[src/rtl/cdb_slot_scheduler.sv]
// CDB slot scheduler: reserves future common-data-bus cycles for four fixed-latency
// units, so that at most one writer drives the CDB per cycle. It replays owner and tag on that cycle.
module cdb_slot_scheduler #(
  parameter int MAX_LAT = 8,
  parameter int LAT0    = 1,
  parameter int LAT1    = 3,
  parameter int LAT2    = 4,
  parameter int LAT3    = 6,
  parameter int TAG_W   = 5
) (
  input  logic               clk,
  input  logic               rst,
  input  logic [3:0]         req,
  input  logic [4*TAG_W-1:0] req_tag,
  output logic [3:0]         grant,
  output logic [3:0]         slot_free,
  output logic               cdb_valid,
  output logic [1:0]         cdb_owner,
  output logic [TAG_W-1:0]   cdb_tag
);

  if (LAT0 < 1 || LAT0 >= MAX_LAT || LAT1 < 1 || LAT1 >= MAX_LAT ||
      LAT2 < 1 || LAT2 >= MAX_LAT || LAT3 < 1 || LAT3 >= MAX_LAT) begin : g_bad_lat
    $error("cdb_slot_scheduler: every LATi must lie in 1..MAX_LAT-1");
  end

  logic [MAX_LAT-1:0] v;
  logic [1:0]         own [MAX_LAT];
  logic [TAG_W-1:0]   tag [MAX_LAT];
  logic [1:0]         rr_ptr;
  logic [1:0]         rr_nxt;
  logic [3:0]         elig;
  logic [3:0]         grant_c;

  function automatic int lat_of(input int idx);
    case (idx)
      0:       return LAT0;
      1:       return LAT1;
      2:       return LAT2;
      default: return LAT3;
    endcase
  endfunction

  // Distance of a requester from the round-robin pointer in the scan order.
  function automatic logic [1:0] scan_pos(input int idx, input logic [1:0] ptr);
    return 2'(idx) - ptr;
  endfunction

  assign slot_free = {~v[LAT3], ~v[LAT2], ~v[LAT1], ~v[LAT0]};
  assign elig      = req & slot_free;

  always_comb begin
    logic win;
    logic cont;
    grant_c = '0;
    rr_nxt  = rr_ptr;
    // Scan downward so the smallest contended winner sets the pointer last.
    for (int i = 3; i >= 0; i--) begin
      win  = elig[i];
      cont = 1'b0;
      for (int j = 0; j < 4; j++) begin
        if (j != i && lat_of(j) == lat_of(i) && elig[j]) begin
          cont = 1'b1;
          if (scan_pos(j, rr_ptr) < scan_pos(i, rr_ptr)) win = 1'b0;
        end
      end
      grant_c[i] = win & rst;
      if (win && cont) rr_nxt = 2'(i + 1);
    end
  end

  assign grant = grant_c;

  always_ff @(posedge clk) begin
    if (!rst) begin
      v      <= '0;
      rr_ptr <= '0;
      for (int k = 0; k < MAX_LAT; k++) begin
        own[k] <= '0;
        tag[k] <= '0;
      end
    end else begin
      for (int k = 0; k < MAX_LAT - 1; k++) begin
        v[k]   <= v[k+1];
        own[k] <= own[k+1];
        tag[k] <= tag[k+1];
      end
      v[MAX_LAT-1]   <= 1'b0;
      own[MAX_LAT-1] <= '0;
      tag[MAX_LAT-1] <= '0;
      // Granted slots land one below LATi because the table shifts on the same edge.
      for (int i = 0; i < 4; i++) begin
        if (grant_c[i]) begin
          v[lat_of(i)-1]   <= 1'b1;
          own[lat_of(i)-1] <= 2'(i);
          tag[lat_of(i)-1] <= req_tag[i*TAG_W +: TAG_W];
        end
      end
      rr_ptr <= rr_nxt;
    end
  end

  assign cdb_valid = v[0];
  assign cdb_owner = v[0] ? own[0] : 2'b00;
  assign cdb_tag   = v[0] ? tag[0] : '0;

endmodule

[config.mk]
export PLATFORM = sky130hd
export DESIGN_NAME = cdb_slot_scheduler
export DESIGN_NICKNAME = d
export VERILOG_FILES = /design/src/rtl/cdb_slot_scheduler.sv
export SDC_FILE = /design/constraint.sdc
export NUM_CORES = 1
export LEC_CHECK = 0
export BUFFER_PORTS_ARGS = -buffer_cell sky130_fd_sc_hd__buf_2
export CELL_PAD_IN_SITES_DETAIL_PLACEMENT = 2
export CELL_PAD_IN_SITES_GLOBAL_PLACEMENT = 2
export CORE_MARGIN = 2
export CORE_UTILIZATION = 34
export DETAILED_ROUTE_END_ITERATION = 10
export HOLD_SLACK_MARGIN = 0.08
export PLACE_DENSITY_LB_ADDON = 0.1
export RECOVER_POWER = 50
export SKIP_LAST_GASP = 1
export SLEW_MARGIN = 15
export SYNTH_ARGS = -nofsm -noshare
export SYNTH_HDL_FRONTEND = slang
export SYNTH_SLANG_ARGS = --single-unit
[constraint.sdc]
create_clock -name clk -period 1.7 [get_ports clk]
set_input_delay 0.34 -clock clk [delete_from_list [all_inputs] [get_ports clk]]
set_output_delay 0.34 -clock clk [all_outputs]
set_load 0.01 [all_outputs]
==> metrics <==
Multi-input gate area 559.3 µm²; Yosys top cell area share 57.64%; post-synthesis cell area 1598 µm²; Post-Syn Nets 179; Synth cell types 15; Setup Skew 0.004090 ns; Cell Rows 24; Tcrit/Tclk final 93.94%; Root Buffer clkbuf_8; number of buffers created by CTS 5; Total Die Area 5264 µm²; most frequent cells in the layout dfxtp_1, buf_2, nand2_1; cells after synthesis 153; hpwl dp 2212 µm; worst-margin pin slew 0.6039 ns; Layout area overhead 16.76%; antenna violation net count after detailed routing 0; Seq pwr share 59.3%; Comb pwr share 8.0%; Final Hold Fails 0; Clock Pin Slew Worst Setup and Hold Paths 0.07 ns; Iteration-0 DRC Markers 22; final setup fails 0; wire per inst 11.67 µm; Finished Cell Area 1866 µm²; post-cts resize count 0; chip width 72.55 µm; largest net degree at the start of global routing 29; maximum VDD drop 0.3949 mV; fmax 626.2 MHz; Pint 1514 µW; effective utilization at floorplan 35.95%; Rel. slew slack 59.74%; switching share of power 21.24%; post-layout min period 1.597 ns; status finished clean; Mean Syn Cell Area 10.44 µm²; Worst EP required 1.36 ns; final global-route overflow total 0; critical path peak fanout 6; GPL Wtd Cong 0.7019; DIE HEIGHT 72.55 µm; Total Power 1922 µW; Max Cap Viol 0; gr usage total 11.89%; placed cell count 239; vias per cell 4.502; Static Leak 0.0008739 µW; unrepaired setup endpoints after global routing false; # clock sinks 46; switching power 408.4 µW; H-tree depth 2; Hold Path Class in -> reg; largest family of logic cells by synthesized area simple AND/OR/NAND/NOR gates; post-synthesis mux area share 9.397%; area of the core 4444 µm²; CTS Buffer Depth 2; xor and xnor fraction of the mapped netlist area 0%; via count 1103; synth top area cells dfxtp_1, and2_1, mux2i_1; nets 220; Yosys Warn Count 0; post-synthesis simple-gate area fraction 23.02%; register area 920.9 µm²; setup tns final 0 ns; Pwr per Cell Area 1030 nW/µm²; # diodes 0; WS Path Type reg -> out; commonest non-fill, non-tap cell in the layout dfxtp_1; total setup buffers inserted after CTS 0; Routed WL 2860 µm; via count of the first global-routing pass 1141; max-slew violation count 0; first-pass GRT wire length 4843 µm; initial antenna violation count 0; Clk network pwr share 32.7%; I/O pin cnt 42; register area share after synthesis 57.64%; worst hold slack 0.2654 ns; worst-skew pair later-pin latency 0.29 ns; Fill cells 506; DRC violations left 0; hold buffer count at CTS 0; Worst Path Arrival 1.26 ns; Placed Area 1794 µm²; FF+latch count, synth 46; port buffer count 40; Final Non-Filler Cells 245; Compound-Gate Fraction of Synth Area 2.349%; startpoint types flop; Worst setup EP type output pin; router iterations before antenna repair 3; cell taking the most area after synthesis dfxtp_1; CTS tree yes; layout cell share with drive strength beyond 1 25.39%; Synth Area in Adders 0%
==> synthesized netlist by cell type (all sizes together) <==
cell	instances
clkbuf	1
mux2i	15
nor2	2
conb	1
buf	10
nand2	32
inv	3
nand2b	1
and2	27
and3	7
dfxtp	46
nor2b	3
o21a	5
==> power by group through the flow <==
stage / clock, µW / sequential [µW] / combinational, µW
floorplan: 0 / 1160 / 115
global placement: 0 / 1160 / 153
detailed placement: 0 / 1170 / 161
CTS: 668 / 1140 / 161
global route: 699 / 1150 / 175
finish: 629 / 1140 / 153
==> per-stage QoR <==
step	setup slack, ns	utilization, %
2_1_floorplan	0.5719	-
3_3_place_gp	0.2996	40.37
3_5_place_dp	0.2645	40.37
4_1_cts	0.08139	42.23
5_1_grt	0.03356	41.98
6_report	0.1030	41.98
==> critical path, cell delays in order (launching register included) <==
cell and delay, ns:
dfxtp_1 0.35, nor2b_2 0.32, and2_1 0.17, buf_2 0.12
==> state kept, by name, summed over array words and instances (netlist names) <==
register,count
v,6
tag,30
own,10
==> path summary, 6_finish.rpt <==
kind | start | to | slack [ns] | depth (start not counted)
setup / recovery | v[1] | grant[0] | 0.10 | 3
hold / removal | req[2] | v[3] | 0.27 | 2
setup reg to reg | v[1] | tag[0][4] | 0.71 | 2
hold reg to reg | own[3][1] | own[2][1] | 0.43 | 2
==> cell families after synthesis <==
family          count (synthesis)
compound gates                  5
buf+inv                        14
flops                          46
mux                            15
other cells                     1
simple gates                   72
==> final cells by class <==
| cell class | count | area share, % |
|---|---|---|
| multi-input combinational | 93 | 29.98 |
| tap | 52 | 3.488 |
| sequential | 46 | 49.36 |
| inverter | 3 | 0.6036 |
| clock buffer | 6 | 4.427 |
| timing repair buffer | 45 | 12.14 |
==> layer usage <==
layer  GRT usage [%]  share of wire, %  up-vias
met5               0                 0        -
met4           3.704               1.4        0
met3           4.722               6.2        6
met2           21.82                53       33
met1           12.31                39      514
li1                -                 -      550
(Power assumes the default switching activity.)
